$ cat src/rtl/alu_arbiter.sv
// Round-robin arbiter sharing one external combinational ALU between two
// valid/ready requesters; one operation in flight, result returned to its owner.
module alu_arbiter #(
    parameter int DATA_WIDTH    = 16,
    parameter int ALU_CON_WIDTH = 3
) (
    input  logic                     clk,
    input  logic                     rstN,
    input  logic                     req0Valid,
    output logic                     req0Ready,
    input  logic [DATA_WIDTH-1:0]    req0A,
    input  logic [DATA_WIDTH-1:0]    req0B,
    input  logic [ALU_CON_WIDTH-1:0] req0Con,
    input  logic                     req1Valid,
    output logic                     req1Ready,
    input  logic [DATA_WIDTH-1:0]    req1A,
    input  logic [DATA_WIDTH-1:0]    req1B,
    input  logic [ALU_CON_WIDTH-1:0] req1Con,
    output logic                     resp0Valid,
    input  logic                     resp0Ready,
    output logic                     resp1Valid,
    input  logic                     resp1Ready,
    output logic [DATA_WIDTH-1:0]    respData,
    output logic [DATA_WIDTH-1:0]    aluA,
    output logic [DATA_WIDTH-1:0]    aluB,
    output logic [ALU_CON_WIDTH-1:0] aluCon,
    input  logic [DATA_WIDTH-1:0]    aluResult,
    output logic                     busy
);

    // state | meaning
    // IDLE  | waiting for a request; combinational ready to the winner
    // EXEC  | operand registers drive the ALU; result captured at end of cycle
    // RESP  | result presented to owner until its respReady

    typedef enum logic [1:0] {
        IDLE = 2'd0,
        EXEC = 2'd1,
        RESP = 2'd2
    } state_t;

    state_t                   state_q, state_d;
    logic                     ptr_q, ptr_d;
    logic                     owner_q, owner_d;
    logic [DATA_WIDTH-1:0]    opa_q, opa_d;
    logic [DATA_WIDTH-1:0]    opb_q, opb_d;
    logic [ALU_CON_WIDTH-1:0] con_q, con_d;
    logic [DATA_WIDTH-1:0]    res_q, res_d;

    logic winner;
    logic owner_ready;

    always_ff @(posedge clk or negedge rstN) begin
        if (!rstN) begin
            state_q <= IDLE;
            ptr_q   <= 1'b0;
            owner_q <= 1'b0;
            opa_q   <= '0;
            opb_q   <= '0;
            con_q   <= '0;
            res_q   <= '0;
        end else begin
            state_q <= state_d;
            ptr_q   <= ptr_d;
            owner_q <= owner_d;
            opa_q   <= opa_d;
            opb_q   <= opb_d;
            con_q   <= con_d;
            res_q   <= res_d;
        end
    end

    // Pointer only breaks ties; a lone valid requester always wins.
    assign winner      = (req0Valid && req1Valid) ? ptr_q : req1Valid;
    assign owner_ready = owner_q ? resp1Ready : resp0Ready;

    always_comb begin
        state_d    = state_q;
        ptr_d      = ptr_q;
        owner_d    = owner_q;
        opa_d      = opa_q;
        opb_d      = opb_q;
        con_d      = con_q;
        res_d      = res_q;
        req0Ready  = 1'b0;
        req1Ready  = 1'b0;
        resp0Valid = 1'b0;
        resp1Valid = 1'b0;

        unique case (state_q)
            IDLE: begin
                if (req0Valid || req1Valid) begin
                    req0Ready = ~winner;
                    req1Ready = winner;
                    state_d   = EXEC;
                    owner_d   = winner;
                    ptr_d     = ~winner;
                    opa_d     = winner ? req1A   : req0A;
                    opb_d     = winner ? req1B   : req0B;
                    con_d     = winner ? req1Con : req0Con;
                end
            end
            EXEC: begin
                res_d   = aluResult;
                state_d = RESP;
            end
            RESP: begin
                resp0Valid = ~owner_q;
                resp1Valid = owner_q;
                if (owner_ready) begin
                    state_d = IDLE;
                end
            end
            default: begin
                state_d = IDLE;
            end
        endcase
    end

    assign aluA     = opa_q;
    assign aluB     = opb_q;
    assign aluCon   = con_q;
    assign respData = res_q;
    assign busy     = (state_q != IDLE);

endmodule

$ cat config.mk
export PLATFORM = sky130hd
export DESIGN_NAME = alu_arbiter
export DESIGN_NICKNAME = d
export VERILOG_FILES = /design/src/rtl/alu_arbiter.sv
export SDC_FILE = /design/constraint.sdc
export NUM_CORES = 1
export LEC_CHECK = 0
export CORE_MARGIN = 5
export CORE_UTILIZATION = 41
export CTS_CLUSTER_DIAMETER = 60
export DETAILED_ROUTE_END_ITERATION = 8
export HOLD_SLACK_MARGIN = 0.15
export PLACE_DENSITY = 0.85
export SYNTH_ARGS = -nofsm -noshare
export SYNTH_HDL_FRONTEND = slang
export SYNTH_SLANG_ARGS = --single-unit
$ cat constraint.sdc
create_clock -name clk -period 3.4 [get_ports clk]
set_input_delay 0.34 -clock clk [delete_from_list [all_inputs] [get_ports clk]]
set_output_delay 0.34 -clock clk [all_outputs]
set_load 0.01 [all_outputs]
Word level (Yosys, flattened, before mapping)

Index checks and enable logic that the tools add are counted.

Register bits: 55
Output and inout bits: 56
Logic and storage cells: 33

Eq/ne operators: 4
Multiplexer cells: 14
Bitwise logic cells: 2
Reduce and logical (&&, ||, !) cells: 6

Operators with widths:

| kind                                          | number |
|---|---|
| 2-to-1 mux 16 bit                             | 2 |
| 2-to-1 mux 1 bit                              | 8 |
| one-hot mux 2 bit (3 select lines)            | 1 |
| 2-to-1 mux 2 bit                              | 2 |
| inequality test 2 bit, second input constant  | 2 |
| AND reduction 2 bit                           | 2 |
| 2-to-1 mux 3 bit                              | 1 |
| == test 2 x 1 -> 1 bit, second input constant | 1 |
| == test 2 bit, second input constant          | 1 |
| logical NOT 2 bit                             | 1 |
| NOT 1 bit                                     | 2 |
| nonzero test 2 bit                            | 1 |
| logical AND 1 bit                             | 1 |
| logical OR 1 bit                              | 1 |

Depth between registers and ports, before layout

Depth after elaboration: 5
Gate-level depth with buffers: 6
Gate-level depth less buffers: 4

Worst setup path after synthesis

Ideal clock, no wire load.

Path kind: register -> output
From: reg ptr_q
To: out req0Ready
Arrival time: 1.058 ns
Setup slack: 2.002 ns
Cell stages (with the launch flop): 5
Buffers on the path: 2
Cells stage by stage: dfrtp_1 -> nand2b_1 -> buf_4 -> buf_2 -> a21oi_1

Longest elaborated chain between the ends: 4

Ends and longest elaborated chain:

| what                     | RTL line | RTL |
|---|---|---|
| start: declaration       | 43       | `logic ptr_q, ptr_d;` |
| start signal: assignment | 64       | `ptr_q <= ptr_d;` |
| 2-to-1 mux 1 bit         | 74       | `assign winner = (req0Valid && req1Valid) ? ptr_q : req1Valid;` |
| NOT 1 bit                | 93       | `req0Ready = ~winner;` |
| 2-to-1 mux 1 bit         | 92       | `if (req0Valid \|\| req1Valid) begin` |
| 2-to-1 mux 1 bit         | 90       | `unique case (state_q)` |
| end: declaration         | 10       | `output logic req0Ready,` |

No other way between the ends.

Worst setup path after layout

From: in req1Valid
To: out req1Ready

Longest elaborated chain between the ends: 4
Elaborated cells between the ends (all ways): 5
Those cells by class: mux: 3; reduce/logical: 2

Ends and longest elaborated chain:

| what               | RTL line | RTL |
|---|---|---|
| start: declaration | 14       | `input logic req1Valid,` |
| logical AND 1 bit  | 74       |  |
| 2-to-1 mux 1 bit   | 74       |  |
| 2-to-1 mux 1 bit * | 92       |  |
| 2-to-1 mux 1 bit * | 90       |  |
| end: declaration   | 15       | `output logic req1Ready,` |

Every way passes the cells marked *; elsewhere a longest branch is shown, timed or not.

==> summary.md <==
| Metric | Value |
|---|---|
| PortBufs | `roughly 150` |
| Die ar. | `8089 um^2` |
| Clk sinks | `55` |
| Global-route wire length before repair | `13.22 mm` |
| Synthesized Nets | `351` |
| P_sw | `0.001206 W` |
| CP max stage delay | `approximately 600 ps` |
| Max IR drop VDD | `around 0.47 mV` |
| Row count | `29` |
| Final setup TNS | `0 ps` |
| HP Class | `reg2reg` |
| Crit path top cell by count | `clkdlybuf4s50_1` |
| CTS tree | `done` |
| Via density | `~5.4` |
| Status | `finished clean` |
| Clock power frac | `0.100` |
| Commonest non-fill, non-tap cell in the layout | `clkdlybuf4s50_1` |
| Syn_area_per_cell | `10.12 um^2` |
| CTS root buffer | `clkbuf_8` |
| Core area | `6277 um^2` |
| Cells after DPL | `462` |
| Pint | `around 0.0021 W` |
| Yosys Warn Count | `0` |
| Detailed Route Iter0 Violations | `between 100 and 150` |
| Period utilization | `0.8085` |
| Static leakage | `1.621 nW` |
| WHS | `515.7 ps` |
| Flop2flop setup slack | `~1800 ps` |
| Post-Route WL | `between 8 and 9 mm` |
| Worst path required time | `3060 ps` |
| FILL cells | `515` |
| Power Density | `805.9 nW/um^2` |
| Final net count | `slightly below 500` |
| Hold Violations, Final | `0` |
| Post-Syn Instances | `259` |
| Drt pass-1 iters | `4` |
| Critical path, cell by cell | `clkdlybuf4s50_1, buf_4, inv_1, nor3_1, clkdlybuf4s50_1` |
| F_max | `363.8 MHz` |
| WP buf/inv | `4` |
| Clock Skew | `around 2.8 ps` |
| CP endpoint kind | `output pin` |
| Worst-path clk slew | `90 ps` |
| Distinct cells, synth | `23` |
| Final setup fails | `0` |
| Switching Fraction | `0.3615` |
| RSZ-0062 raised after global routing | `no` |
| Worst-margin pin slew | `984.0 ps` |
| Antenna viol nets, final | `0` |
| Initial antenna violation count | `0` |
| Gr usage total | `0.1948` |
| Num CTS Buffers | `5` |
| Via count | `roughly 2.6k` |
| Initial core utilization | `0.4174` |
| Final Non-Filler Cells | `469` |
| #FFs+latches synth | `55` |
| Startpoint types | `primary input` |
| Ant. Diodes | `0` |
| Postcts setup bufs | `0` |
| Die H | `around 90 um` |
| Wirelength per Cell | `17.21 um` |
| Critical path class | `in2out` |
| Die X | `roughly 90 um` |
| Synth-to-Final Area Change | `58.02%` |
| CTS resizes | `0` |
| Comb pwr share | `0.548` |
| Minimum clock period | `2749 ps` |
| H-tree Lvls | `2` |
| Max transition margin | `0.3433` |
| Vias in the first global route | `2,688` |
| Slowest CP cell | `clkdlybuf4s50_1` |
| GP Congestion | `a little under 0.8` |
| Grt ovf | `0` |
| Most frequent cells in the layout | `146 x clkdlybuf4s50_1, 55 x dfrtp_1, 37 x a21oi_1, 36 x a31oi_1, 35 x nand3_1` |
| Sequential area share after synthesis | `0.5253` |
| IO Pins | `148` |
| Dpl hpwl | `5.948 mm` |
| Worst path top cell family by delay | `buffers and inverters` |
| DRC viols | `0` |
| CP Max Fanout | `36` |
| Largest net degree at the start of global routing | `37` |
| CTS Hold Bufs | `1` |
| Mapped Area | `2620 um^2` |
| Max cap viols | `0` |
| Slew Limit Fails | `0` |
| Critical Path AT | `2410 ps` |
| Worst-skew pair later-pin latency | `300 ps` |
| Clock Path Buffers | `2` |
| Layout cells sized above 1 | `0.08673` |
| Sequential power share | `0.352` |
[layout make-up]
class                   instances  area, um^2  share of cell area
multi-input cells             172        1049              0.2532
inverters                       4       17.52            0.004231
clock buffers                   6       72.57             0.01753
flip-flops and latches         55        1376              0.3324
repair buffers                155        1529              0.3693
well taps                      77       96.34             0.02327
[state kept, by name, indices dropped and copies added (netlist names)]
register and count:
ptr_q 1, aluCon 3, owner_q 1, aluA 16
state_q 2, aluB 16, respData 16
[stage by stage]
step	cell area [um^2]	worst slack, ps	util	total power (W)
CTS	4140	643.0	0.6596	0.003380
detailed placement	4058	643.0	0.6464	0.003044
finish	4140	651.1	0.6596	0.003336
global route	4140	496.8	0.6596	0.003564
global placement	4058	672.3	0.6464	0.002975
floorplan	2620	2002	-	0.002133
[worst register-to-register path, cell delays in order (launching register included)]
cell and delay (ps):
dfrtp_1 410, nand2b_1 690, mux2_2 430
[path summary, 6_finish.rpt]
| check | start | endpoint | cells past startpoint |
|---|---|---|---|
| min reg2reg | respData[5] | respData[5] | 1 |
| min in group asynchronous | rstN | aluB[1] | 2 |
| max reg2reg | state_q[1] | respData[2] | 2 |
| min | respData[5] | respData[5] | 1 |
| max | req1Valid | req1Ready | 5 |
| max in group asynchronous | rstN | aluA[2] | 3 |
[cell usage after synthesis]
master,number,area [um^2]
buf_4,4,30.03
a31oi_1,36,225.2
mux2_4,4,60.06
inv_4,1,6.260
mux2_2,13,146.4
nand3_1,35,175.2
nand2_4,1,11.26
dfrtp_1,55,1376
o21ai_1,5,25.02
a21oi_1,37,185.2
a21o_1,1,7.510
nor2_4,1,11.26
clkbuf_2,2,10.01
o21ai_0,31,155.2
buf_2,10,50.05
nor3_1,1,5.000
nand2b_1,3,18.77
nor2_1,2,7.510
buf_6,6,67.56
inv_1,3,11.26
clkbuf_1,6,22.52
or2_1,1,6.260
nor2b_1,1,6.260
[kinds of logic (layout without fill, tap and decap cells)]
| group | count (synthesis) | count (layout) | share of synthesized area |
|---|---|---|---|
| compound gates | 110 | 110 | 0.2283 |
| flops | 55 | 55 | 0.5253 |
| simple gates | 45 | 45 | 0.09217 |
| buf+inv | 32 | 165 | 0.07545 |
| mux | 17 | 17 | 0.07880 |
[power groups by stage]
stage	Combinational [W]	Clock, W	Sequential [W]
global route	0.00198	0.000365	0.00122
CTS	0.00186	0.000345	0.00118
global placement	0.00181	0	0.00117
finish	0.00183	0.000332	0.00118
floorplan	0.000812	0	0.00132
detailed placement	0.00185	0	0.00119
[layer usage]
metal,wire length [um],track usage
met4,89,0.04218
met3,583,0.04758
met5,0,0
met2,4196,0.3530
met1,3203,0.2324
Power figures use the tool's default switching activity.
